File: src/rtl/ysyx_22051468_decode_stage_pkg.sv
`default_nettype none
// ============================================================================
// Module      : ysyx_22051468_decode_stage_pkg
// Description : Shared INST_TYPE definitions for the RV64 decode stage.
//               Holds the op-class codes, the major opcodes, the one-hot
//               explicit-type bit indices and a base-ALU funct3 helper.
// Revision    : 1.0 - initial release
// ============================================================================
package ysyx_22051468_decode_stage_pkg;

    // 4-bit op-class codes
    localparam logic [3:0] INST_R_      = 4'd0;
    localparam logic [3:0] INST_I_      = 4'd1;
    localparam logic [3:0] INST_I_LOAD  = 4'd2;
    localparam logic [3:0] INST_S_      = 4'd3;
    localparam logic [3:0] INST_B_      = 4'd4;
    localparam logic [3:0] INST_J_JAL   = 4'd5;
    localparam logic [3:0] INST_I_JALR  = 4'd6;
    localparam logic [3:0] INST_U_LUI   = 4'd7;
    localparam logic [3:0] INST_U_AUIPC = 4'd8;
    localparam logic [3:0] INST_R_W     = 4'd9;
    localparam logic [3:0] INST_I_W     = 4'd10;
    localparam logic [3:0] INST_SYS     = 4'd11;
    localparam logic [3:0] INST_ILL     = 4'd12;

    // 7-bit major opcodes
    localparam logic [6:0] OPC_LUI       = 7'b0110111;
    localparam logic [6:0] OPC_AUIPC     = 7'b0010111;
    localparam logic [6:0] OPC_JAL       = 7'b1101111;
    localparam logic [6:0] OPC_JALR      = 7'b1100111;
    localparam logic [6:0] OPC_BRANCH    = 7'b1100011;
    localparam logic [6:0] OPC_LOAD      = 7'b0000011;
    localparam logic [6:0] OPC_STORE     = 7'b0100011;
    localparam logic [6:0] OPC_OP_IMM    = 7'b0010011;
    localparam logic [6:0] OPC_OP_IMM_32 = 7'b0011011;
    localparam logic [6:0] OPC_OP        = 7'b0110011;
    localparam logic [6:0] OPC_OP_32     = 7'b0111011;
    localparam logic [6:0] OPC_SYSTEM    = 7'b1110011;

    // Explicit-type one-hot bit indices
    localparam int EXPLICIT_TYPE_NUM = 16;
    localparam int ET_ADD = 0;
    localparam int ET_AND = 1;
    localparam int ET_SUB = 2;
    localparam int ET_OR  = 3;
    localparam int ET_XOR = 4;
    localparam int ET_SLT = 5;
    localparam int ET_SLL = 6;
    localparam int ET_SRL = 7;
    localparam int ET_SRA = 8;
    localparam int ET_BEQ = 9;
    localparam int ET_BNE = 10;
    localparam int ET_BLT = 11;
    localparam int ET_BGE = 12;
    localparam int ET_MUL = 13;
    localparam int ET_DIV = 14;
    localparam int ET_REM = 15;

    // One-hot ALU op for the funct3 field of OP / OP-IMM with funct7=0
    function automatic logic [EXPLICIT_TYPE_NUM-1:0] alu_base_onehot(input logic [2:0] funct3);
        logic [EXPLICIT_TYPE_NUM-1:0] v;
        v = '0;
        case (funct3)
            3'b000:  v[ET_ADD] = 1'b1;
            3'b001:  v[ET_SLL] = 1'b1;
            3'b010:  v[ET_SLT] = 1'b1;
            3'b011:  v[ET_SLT] = 1'b1;
            3'b100:  v[ET_XOR] = 1'b1;
            3'b101:  v[ET_SRL] = 1'b1;
            3'b110:  v[ET_OR]  = 1'b1;
            default: v[ET_AND] = 1'b1;
        endcase
        return v;
    endfunction

endpackage
`default_nettype wire

File: src/rtl/ysyx_22051468_decode_comb.sv
`default_nettype none
// ============================================================================
// Module      : ysyx_22051468_decode_comb
// Description : Pure combinational RV64I(+M) instruction decoder.
//               Optional macro RV_M_EXT_EN enables M-extension decode;
//               without it funct7=0000001 on OP/OP-32 decodes as illegal.
// Revision    : 1.0 - initial release
// ============================================================================
module ysyx_22051468_decode_comb
    import ysyx_22051468_decode_stage_pkg::*;
#(
    parameter int XLEN   = 64,
    parameter int TYPE_W = 16
) (
    input  logic [31:0]       i_inst,
    output logic [3:0]        o_inst_type,
    output logic [4:0]        o_rd,
    output logic [4:0]        o_rs1,
    output logic [4:0]        o_rs2,
    output logic [XLEN-1:0]   o_imm,
    output logic [10:0]       o_flags,   // {load,store,branch,jal,jalr,U,W,mul,div,rem,illegal}
    output logic [TYPE_W-1:0] o_explicit_type
);

    logic [6:0]  w_opcode;
    logic [2:0]  w_funct3;
    logic [6:0]  w_funct7;
    logic [XLEN-1:0] w_imm_i, w_imm_s, w_imm_b, w_imm_u, w_imm_j, w_imm_sh;

    assign w_opcode = i_inst[6:0];
    assign w_funct3 = i_inst[14:12];
    assign w_funct7 = i_inst[31:25];
    assign o_rd     = i_inst[11:7];
    assign o_rs1    = i_inst[19:15];
    assign o_rs2    = i_inst[24:20];

    assign w_imm_i  = {{(XLEN-12){i_inst[31]}}, i_inst[31:20]};
    assign w_imm_s  = {{(XLEN-12){i_inst[31]}}, i_inst[31:25], i_inst[11:7]};
    assign w_imm_b  = {{(XLEN-13){i_inst[31]}}, i_inst[31], i_inst[7], i_inst[30:25], i_inst[11:8], 1'b0};
    assign w_imm_u  = {{(XLEN-32){i_inst[31]}}, i_inst[31:12], 12'b0};
    assign w_imm_j  = {{(XLEN-21){i_inst[31]}}, i_inst[31], i_inst[19:12], i_inst[20], i_inst[30:21], 1'b0};
    // RV64 shift amounts are 6 bits wide, zero-extended
    assign w_imm_sh = {{(XLEN-6){1'b0}}, i_inst[25:20]};

    logic [3:0]                   w_type;
    logic [XLEN-1:0]              w_imm;
    logic [EXPLICIT_TYPE_NUM-1:0] w_et;
    logic w_load, w_store, w_branch, w_jal, w_jalr, w_u, w_w, w_mul, w_div, w_rem, w_ill;

    // Decode opcode/funct fields into class, immediate, flags and ALU op
    always_comb begin
        w_type   = INST_ILL;
        w_imm    = '0;
        w_et     = '0;
        w_load   = 1'b0;
        w_store  = 1'b0;
        w_branch = 1'b0;
        w_jal    = 1'b0;
        w_jalr   = 1'b0;
        w_u      = 1'b0;
        w_w      = 1'b0;
        w_mul    = 1'b0;
        w_div    = 1'b0;
        w_rem    = 1'b0;
        w_ill    = 1'b0;
        case (w_opcode)
            OPC_LUI: begin
                w_type = INST_U_LUI;
                w_imm  = w_imm_u;
            end
            OPC_AUIPC: begin
                w_type       = INST_U_AUIPC;
                w_imm        = w_imm_u;
                w_et[ET_ADD] = 1'b1;
            end
            OPC_JAL: begin
                w_type = INST_J_JAL;
                w_imm  = w_imm_j;
                w_jal  = 1'b1;
            end
            OPC_JALR: begin
                w_type       = INST_I_JALR;
                w_imm        = w_imm_i;
                w_jalr       = 1'b1;
                w_et[ET_ADD] = 1'b1;
            end
            OPC_BRANCH: begin
                w_type   = INST_B_;
                w_imm    = w_imm_b;
                w_branch = 1'b1;
                case (w_funct3)
                    3'b000:  w_et[ET_BEQ] = 1'b1;
                    3'b001:  w_et[ET_BNE] = 1'b1;
                    3'b100:  w_et[ET_BLT] = 1'b1;
                    3'b101:  w_et[ET_BGE] = 1'b1;
                    3'b110:  begin w_et[ET_BLT] = 1'b1; w_u = 1'b1; end
                    3'b111:  begin w_et[ET_BGE] = 1'b1; w_u = 1'b1; end
                    default: w_ill = 1'b1;
                endcase
            end
            OPC_LOAD: begin
                w_type       = INST_I_LOAD;
                w_imm        = w_imm_i;
                w_load       = 1'b1;
                w_et[ET_ADD] = 1'b1;
                w_ill        = (w_funct3 == 3'b111);
            end
            OPC_STORE: begin
                w_type       = INST_S_;
                w_imm        = w_imm_s;
                w_store      = 1'b1;
                w_et[ET_ADD] = 1'b1;
                w_ill        = w_funct3[2];
            end
            OPC_OP_IMM: begin
                w_type = INST_I_;
                w_imm  = w_imm_i;
                w_et   = alu_base_onehot(w_funct3);
                w_u    = (w_funct3 == 3'b011);
                if (w_funct3 == 3'b001) begin
                    w_imm = w_imm_sh;
                    w_ill = (i_inst[31:26] != 6'b000000);
                end else if (w_funct3 == 3'b101) begin
                    w_imm = w_imm_sh;
                    if (i_inst[31:26] == 6'b010000) begin
                        w_et         = '0;
                        w_et[ET_SRA] = 1'b1;
                    end else begin
                        w_ill = (i_inst[31:26] != 6'b000000);
                    end
                end
            end
            OPC_OP_IMM_32: begin
                w_type = INST_I_W;
                w_w    = 1'b1;
                w_imm  = w_imm_i;
                case (w_funct3)
                    3'b000: w_et[ET_ADD] = 1'b1;
                    3'b001: begin
                        w_imm        = w_imm_sh;
                        w_et[ET_SLL] = 1'b1;
                        w_ill        = (w_funct7 != 7'b0000000);
                    end
                    3'b101: begin
                        w_imm = w_imm_sh;
                        if (w_funct7 == 7'b0000000)      w_et[ET_SRL] = 1'b1;
                        else if (w_funct7 == 7'b0100000) w_et[ET_SRA] = 1'b1;
                        else                             w_ill = 1'b1;
                    end
                    default: w_ill = 1'b1;
                endcase
            end
            OPC_OP: begin
                w_type = INST_R_;
                case (w_funct7)
                    7'b0000000: begin
                        w_et = alu_base_onehot(w_funct3);
                        w_u  = (w_funct3 == 3'b011);
                    end
                    7'b0100000: begin
                        if (w_funct3 == 3'b000)      w_et[ET_SUB] = 1'b1;
                        else if (w_funct3 == 3'b101) w_et[ET_SRA] = 1'b1;
                        else                         w_ill = 1'b1;
                    end
`ifdef RV_M_EXT_EN
                    7'b0000001: begin
                        case (w_funct3[2:1])
                            2'b00, 2'b01: begin w_mul = 1'b1; w_et[ET_MUL] = 1'b1; end
                            2'b10:        begin w_div = 1'b1; w_et[ET_DIV] = 1'b1; end
                            default:      begin w_rem = 1'b1; w_et[ET_REM] = 1'b1; end
                        endcase
                        // mulhu / divu / remu; mulhsu stays signed here
                        w_u = (w_funct3 == 3'b011) || (w_funct3 == 3'b101) || (w_funct3 == 3'b111);
                    end
`endif
                    default: w_ill = 1'b1;
                endcase
            end
            OPC_OP_32: begin
                w_type = INST_R_W;
                w_w    = 1'b1;
                case (w_funct7)
                    7'b0000000: begin
                        case (w_funct3)
                            3'b000:  w_et[ET_ADD] = 1'b1;
                            3'b001:  w_et[ET_SLL] = 1'b1;
                            3'b101:  w_et[ET_SRL] = 1'b1;
                            default: w_ill = 1'b1;
                        endcase
                    end
                    7'b0100000: begin
                        if (w_funct3 == 3'b000)      w_et[ET_SUB] = 1'b1;
                        else if (w_funct3 == 3'b101) w_et[ET_SRA] = 1'b1;
                        else                         w_ill = 1'b1;
                    end
`ifdef RV_M_EXT_EN
                    7'b0000001: begin
                        case (w_funct3)
                            3'b000:  begin w_mul = 1'b1; w_et[ET_MUL] = 1'b1; end
                            3'b100:  begin w_div = 1'b1; w_et[ET_DIV] = 1'b1; end
                            3'b101:  begin w_div = 1'b1; w_et[ET_DIV] = 1'b1; w_u = 1'b1; end
                            3'b110:  begin w_rem = 1'b1; w_et[ET_REM] = 1'b1; end
                            3'b111:  begin w_rem = 1'b1; w_et[ET_REM] = 1'b1; w_u = 1'b1; end
                            default: w_ill = 1'b1;
                        endcase
                    end
`endif
                    default: w_ill = 1'b1;
                endcase
            end
            OPC_SYSTEM: begin
                w_type = INST_SYS;
                w_imm  = w_imm_i;
            end
            default: w_ill = 1'b1;
        endcase

        // Illegal encodings carry only the illegal flag downstream
        if (w_ill) begin
            w_type   = INST_ILL;
            w_imm    = '0;
            w_et     = '0;
            w_load   = 1'b0;
            w_store  = 1'b0;
            w_branch = 1'b0;
            w_jal    = 1'b0;
            w_jalr   = 1'b0;
            w_u      = 1'b0;
            w_w      = 1'b0;
            w_mul    = 1'b0;
            w_div    = 1'b0;
            w_rem    = 1'b0;
        end
    end

    assign o_inst_type     = w_type;
    assign o_imm           = w_imm;
    assign o_flags         = {w_load, w_store, w_branch, w_jal, w_jalr, w_u, w_w, w_mul, w_div, w_rem, w_ill};
    assign o_explicit_type = TYPE_W'(w_et);

endmodule
`default_nettype wire

File: src/rtl/ysyx_22051468_decode_stage.sv
`default_nettype none
// ============================================================================
// Module      : ysyx_22051468_decode_stage
// Description : Registered RV64 decode stage with valid/ready handshake,
//               a BUF_DEPTH-entry output FIFO and flush. Optional macro
//               RV_M_EXT_EN (in the decoder) enables M-extension decode.
// Revision    : 1.0 - initial release
// ============================================================================
module ysyx_22051468_decode_stage
    import ysyx_22051468_decode_stage_pkg::*;
#(
    parameter int XLEN      = 64,
    parameter int PC_W      = 64,
    parameter int TYPE_W    = 16,
    parameter int BUF_DEPTH = 2
) (
    input  logic              clk,
    input  logic              rst,
    input  logic              flush_i,
    input  logic              in_valid_i,
    output logic              in_ready_o,
    input  logic [31:0]       inst_i,
    input  logic [PC_W-1:0]   pc_i,
    output logic              out_valid_o,
    input  logic              out_ready_i,
    output logic [PC_W-1:0]   pc_o,
    output logic [3:0]        inst_type_o,
    output logic [4:0]        rd_o,
    output logic [4:0]        rs1_o,
    output logic [4:0]        rs2_o,
    output logic [XLEN-1:0]   imm_o,
    output logic              is_load_o,
    output logic              is_store_o,
    output logic              is_branch_o,
    output logic              is_jal_o,
    output logic              is_jalr_o,
    output logic              is_U_o,
    output logic              is_W_o,
    output logic              is_mul_o,
    output logic              is_div_o,
    output logic              is_rem_o,
    output logic              illegal_o,
    output logic [TYPE_W-1:0] explicit_type_o
);

    localparam int PTR_W = (BUF_DEPTH > 1) ? $clog2(BUF_DEPTH) : 1;
    localparam int CNT_W = $clog2(BUF_DEPTH + 1);
    localparam int PAY_W = PC_W + 4 + 15 + XLEN + 11 + TYPE_W;

    logic [3:0]        w_inst_type;
    logic [4:0]        w_rd, w_rs1, w_rs2;
    logic [XLEN-1:0]   w_imm;
    logic [10:0]       w_flags;
    logic [TYPE_W-1:0] w_et;

    ysyx_22051468_decode_comb #(
        .XLEN   (XLEN),
        .TYPE_W (TYPE_W)
    ) u_decode_comb (
        .i_inst          (inst_i),
        .o_inst_type     (w_inst_type),
        .o_rd            (w_rd),
        .o_rs1           (w_rs1),
        .o_rs2           (w_rs2),
        .o_imm           (w_imm),
        .o_flags         (w_flags),
        .o_explicit_type (w_et)
    );

    logic [PAY_W-1:0] r_mem [BUF_DEPTH];
    logic [PTR_W-1:0] r_wr_ptr, r_rd_ptr;
    logic [CNT_W-1:0] r_count;
    logic             w_push, w_pop;
    logic [PAY_W-1:0] w_wr_data, w_head;

    // No pass-through: readiness depends only on stored occupancy
    assign in_ready_o  = !rst && (r_count < CNT_W'(BUF_DEPTH));
    assign out_valid_o = (r_count != '0);
    assign w_push      = in_valid_i && in_ready_o && !flush_i;
    assign w_pop       = out_valid_o && out_ready_i;
    assign w_wr_data   = {pc_i, w_inst_type, w_rd, w_rs1, w_rs2, w_imm, w_flags, w_et};

    // FIFO storage, pointers and occupancy; flush empties, reset also clears payload
    always_ff @(posedge clk) begin
        if (rst) begin
            r_wr_ptr <= '0;
            r_rd_ptr <= '0;
            r_count  <= '0;
            for (int i = 0; i < BUF_DEPTH; i++) begin
                r_mem[i] <= '0;
            end
        end else if (flush_i) begin
            r_wr_ptr <= '0;
            r_rd_ptr <= '0;
            r_count  <= '0;
        end else begin
            if (w_push) begin
                r_mem[r_wr_ptr] <= w_wr_data;
                r_wr_ptr <= (r_wr_ptr == PTR_W'(BUF_DEPTH - 1)) ? '0 : r_wr_ptr + PTR_W'(1);
            end
            if (w_pop) begin
                r_rd_ptr <= (r_rd_ptr == PTR_W'(BUF_DEPTH - 1)) ? '0 : r_rd_ptr + PTR_W'(1);
            end
            if (w_push && !w_pop) begin
                r_count <= r_count + CNT_W'(1);
            end else if (w_pop && !w_push) begin
                r_count <= r_count - CNT_W'(1);
            end
        end
    end

    assign w_head = r_mem[r_rd_ptr];
    assign {pc_o, inst_type_o, rd_o, rs1_o, rs2_o, imm_o,
            is_load_o, is_store_o, is_branch_o, is_jal_o, is_jalr_o,
            is_U_o, is_W_o, is_mul_o, is_div_o, is_rem_o, illegal_o,
            explicit_type_o} = w_head;

endmodule
`default_nettype wire

File: config.mk
export PLATFORM = sky130hd
export DESIGN_NAME = ysyx_22051468_decode_stage
export DESIGN_NICKNAME = d
export VERILOG_FILES = /design/src/rtl/ysyx_22051468_decode_stage_pkg.sv /design/src/rtl/ysyx_22051468_decode_comb.sv /design/src/rtl/ysyx_22051468_decode_stage.sv
export SDC_FILE = /design/constraint.sdc
export NUM_CORES = 1
export LEC_CHECK = 0
export ABC_AREA = 1
export BUFFER_PORTS_ARGS = -buffer_cell sky130_fd_sc_hd__buf_2
export CAP_MARGIN = 20
export CORE_MARGIN = 4
export CORE_UTILIZATION = 35
export DETAILED_ROUTE_END_ITERATION = 8
export PLACE_DENSITY_LB_ADDON = 0.05
export SLEW_MARGIN = 20
export SYNTH_ARGS = -nofsm -noshare
export SYNTH_HDL_FRONTEND = slang
export SYNTH_HIERARCHICAL = 1
export SYNTH_SLANG_ARGS = --single-unit
export TNS_END_PERCENT = 5
File: constraint.sdc
create_clock -name clk -period 6.7 [get_ports clk]
set_clock_uncertainty 0.05 [all_clocks]
set_input_delay 0.67 -clock clk [delete_from_list [all_inputs] [get_ports clk]]
set_output_delay 0.67 -clock clk [all_outputs]
set_load 0.05 [all_outputs]
### Word level (Yosys, flattened, before mapping)

Memories as Yosys holds them, arrays and structs flattened. A register that Yosys moved wholly into a read port is not among the register bits.
Cells that the tools add are included.

* bits in registers: 4
* bits in latches: 0
* bits in writable memories: 342
* bits in read-only memories: 0
* input bits: 101
* output and inout port bits: 176
* word-level logic and storage cells: 144
* memories: 1

Memories
* r_mem: depth 2, width 171, rd ports 1, clocked after memory_dff 1, write ports 2, line ysyx_22051468_decode_stage.sv:70 `logic [PAY_W-1:0] r_mem [BUF_DEPTH];`

* add/subtract/negate cells: 4
* multipliers: 0
* divide/modulo/power cells: 0
* $lt $le $gt $ge: 1
* eq/ne operators: 21
* shifts and indexed selects: 0
* multiplexer cells: 82
* bitwise operators: 0
* reduce and logical (&&, ||, !) cells: 32

Operators with widths (count)
* $pmux W64 S7: 1
* $mux W64: 4
* $mux W171: 1
* $reduce_or A171 Y1: 1
* $mux W1: 52
* $mux W16: 3
* $pmux W4 S12: 1
* $eq A7 B6 Y1 const B: 5
* $eq A7 B7 Y1 const B: 4
* $eq A7 B5 Y1 const B: 3
* $reduce_or A2 Y1: 9
* $eq A3 B3 Y1 const B: 4
* $pmux W3 S4: 1
* $mux W2: 5
* $mux W9: 1
* $pmux W1 S2: 4
* $pmux W1 S8: 1
* $pmux W4 S2: 1
* $eq A7 B2 Y1 const B: 1
* $logic_not A7 Y1: 1
* $reduce_bool A7 Y1: 1
* $reduce_or A7 Y1: 1
* $eq A3 B2 Y1 const B: 2
* $eq A6 B5 Y1 const B: 1
* 20 further kinds: 32

### Depth between registers and ports, before layout

* depth in word-level cells: 10
* depth in mapped cells: 16
* depth with buffers taken out: 13

### By module

Netlist, hierarchy kept.

Modules (own cells, without submodules)
* ysyx_22051468_decode_stage: instances 1, cells an instance 1141, area an instance 14984.4 µm², sequential area each 10550.1 µm²
* ysyx_22051468_decode_comb: instances 1, cells an instance 321, area an instance 1675.4 µm², sequential area each 0.0 µm²

### Worst setup path before layout

OpenSTA, ideal clock, no wires.

* path type: input-to-reg
* start point: in in_valid_i
* end point: mem r_mem[0][0] in the netlist's numbering, enable pin
* data arrival time: 5.089 ns
* required time: 6.109 ns
* slack: 1.020 ns
* stages on the path: 6
* path through: nand2_1 -> nor3_4 -> nand2_2 -> buf_2 -> buf_2 -> nand2_1

RTL lines
* from (decl): line ysyx_22051468_decode_stage.sv:20 `input logic in_valid_i,`
* to (decl): line ysyx_22051468_decode_stage.sv:70

==> impl_metrics.env <==
export IMPL_chipHeight_um=226
export IMPL_setup_repair_after_global_routing_missed_its_margin="no"
export IMPL_ys_top_cells_by_area="edfxtp_1 (63%), mux2_2 (12%), nor2_1 (9.4%)"
export IMPL_antenna_found_initial=6
export IMPL_fillCellCount=4563
export IMPL_initial_utilization_pct=35.6
export IMPL_final_worst_path_period_share_pct=54.7
export IMPL_postPlaceCellArea_um2=18100
export IMPL_setup_viol=0
export IMPL_overall_fraction_of_global_route_tracks_in_use_pct=16.2
export IMPL_antenna_violation_net_count_after_detailed_routing=0
export IMPL_setup_slack_ns=3.04
export IMPL_tightest_slew_ns=1.10
export IMPL_syn_to_final_growth_pct=16.7
export IMPL_leakagePower_nw=7.92
export IMPL_critical_path_endpoint_type="primary output"
export IMPL_grt_overflow=0
export IMPL_max_vdd_ir_drop_uv=171
export IMPL_finalNonFillerCells=2314
export IMPL_clk_transition_reported_paths_ns=0.06
export IMPL_dpl_cell_count=2237
export IMPL_outcome="completed"
export IMPL_rr_worst_depth=6
export IMPL_critPathLaunchType="flip-flop"
export IMPL_crit_reg2reg_launch="r_count[1]$_SDFFE_PP0P_"
export IMPL_die_w_um=226
export IMPL_critical_path_reg2reg_endpoint="r_mem[0][67]$_SDFFCE_PN0P_"
export IMPL_synth_async_sr_flop_share_pct=0
export IMPL_cts_setup_buffers=0
export IMPL_min_period_ns=3.66
export IMPL_layout_cells_sized_above_1_pct=32.1
export IMPL_worst_hold_slack_ns=0.377
export IMPL_number_of_enable_type_register_cells_in_the_synthesized_netlist=348
export IMPL_synth_top_cells_by_count="nor2_1 (417), edfxtp_1 (348), inv_1 (205), mux2_2 (174), nand2_1 (77)"
export IMPL_final_hold_violation_count=0
export IMPL_mappedNetlistArea_um2=16700
export IMPL_placementRows=79
export IMPL_synth_area_per_cell_um2=11.4
export IMPL_ys_types=35
export IMPL_max_cap_viol_count=0
export IMPL_worstHoldPathCells=3
export IMPL_min_delay_start="pc_i[20]"
export IMPL_ctsHtreeMaxLevel=2
export IMPL_syn_instance_count=1462
export IMPL_cts_buffers_inserted=42
export IMPL_whs_endpoint="r_mem[1][130]$_SDFFCE_PN0P_"
export IMPL_grt_first_pass_wirelength_um=63100
export IMPL_drt_pass1_iter_count=4
export IMPL_via_per_inst=4.57
export IMPL_placeableCoreArea_um2=46800
export IMPL_drt_total_wl_um=42600
export IMPL_max_clock_freq_mhz=273
export IMPL_cts_max_path_buffers=3
export IMPL_cp_arrival_ns=2.94
export IMPL_crit_path_max_fanout=70
export IMPL_post_cts_hold_buffer_count=0
export IMPL_port_buffers=276
export IMPL_num_vias=10600
export IMPL_register_to_register_setup_slack_ns=3.39
export IMPL_place_congestion=0.843
export IMPL_clk_latency_ns=0.55
export IMPL_power_per_cell_area_nw_per_um2=275
export IMPL_hp_class="in -> reg"
export IMPL_ys_ff_latch=353
export IMPL_dp_worst_setup_slack_ns=2.94
export IMPL_die_area_um2=51200
export IMPL_synthDominantCellAreaShare_pct=62.7
export IMPL_final_cell_area_um2=19400
export IMPL_clock_tree_root_cell="clkbuf_16"
export IMPL_crit_required_ns=5.98
export IMPL_top_level_ports=277
export IMPL_fin_nets=1776
export IMPL_drc_errors=0
export IMPL_pin_count_of_the_biggest_net_entering_global_routing=101
export IMPL_tritoncts="yes"
export IMPL_slew_viol_final=0
export IMPL_place_hpwl_um=27000
export IMPL_cts_resized_gates=0
export IMPL_clock_sinks=353
export IMPL_post_synth_top_count_cell="nor2_1"
export IMPL_critPathKind="reg -> out"
export IMPL_yosysWarnings=6
export IMPL_drt_initial_drc_count=528
export IMPL_yosysSeqAreaShare_pct=63.3
export IMPL_grt_pass1_vias=10600
export IMPL_synth_largest_area_cell="edfxtp_1"
export IMPL_synth_ff_type="edfxtp_1"
export IMPL_routed_wire_length_per_instance_um=18.4
export IMPL_slew_headroom_pct=26.7
export IMPL_timing_setup_tns_ns=0
-- how the worst max path moves through the flow --
stage,start,end
2_1_floorplan,in_valid_i,r_mem[0][0]$_SDFFCE_PN0P_
3_3_place_gp,rst,r_mem[0][61]$_SDFFCE_PN0P_
3_5_place_dp,rst,r_mem[0][74]$_SDFFCE_PN0P_
4_1_cts,flip-flop,imm_o[61]
5_1_grt,flip-flop,imm_o[63]
6_report,flip-flop,imm_o[63]
-- state kept, by name (all words and copies together) (netlist names), named ones only --
register  flops
r_count       2
r_rd_ptr      1
r_mem       348
r_wr_ptr      1
-- worst max-delay path, cell delays in order, from the launching register on --
cell	delay, ns
dfxtp_4	0.75
buf_4	0.90
mux2_2	0.47
buf_2	0.22
-- kinds of logic (layout without fill, tap and decap cells) --
group,Yosys count,in the layout,synth area share [%]
adder cells (fa/ha/maj),1,1,0.0751
other,1,7,0.0225
multiplexers,174,174,11.8
buffers and inverters,338,577,9.96
flip-flops,353,353,63.3
AND/OR/NAND/NOR,556,556,13.5
AO/OA/AOI/OAI,39,39,1.32
-- placed cells by master, fill, tap and decap left out, types with 8 or more instances in the layout --
cell       netlist  final
and2_1          11     11
nand2_1         77     75
inv_2            8      8
nor3_1          11     11
nor2_1         417    416
clkbuf_16        0     43
nand3_1         22     22
mux2_2         174    174
edfxtp_1       348    348
inv_1          205    205
buf_2           40    276
clkbuf_1         6     15
o21ai_0         11     11
a21oi_1         16     16
buf_4           66     10
-- metrics by stage --
step / power (mW) / util [%]
2_1_floorplan: 3.03 / -
3_3_place_gp: 3.18 / 38.7
3_5_place_dp: 3.18 / 38.7
4_1_cts: 5.42 / 41.6
5_1_grt: 5.54 / 41.6
6_report: 5.34 / 41.6
-- power breakdown --
part	internal, mW	switching [mW]
logic	0.138	0.444
registers	2.52	0.0223
clock network	1.33	0.885
total	3.99	1.35
-- layout make-up --
class / count / area (µm²) / share of cell area, %
inverters: 214 / 806 / 4.14
flip-flops and latches: 353 / 10600 / 54.3
repair buffers: 287 / 1480 / 7.59
multi-input cells: 776 / 4510 / 23.2
clock buffers: 61 / 1170 / 6.04
diodes: 1 / 2.50 / 0.0129
well taps: 607 / 759 / 3.91
clock inverters: 15 / 154 / 0.792
-- routing by layer --
metal  up-vias  track usage (%)  share of wire, %
met5         -                0              0.14
met4        10             5.01               2.3
met3        63             3.74               5.4
met2       227             26.5                48
met1      5123             21.6                45
li1       5161                -                 -
No activity file was read; power rests on OpenSTA's default activity.
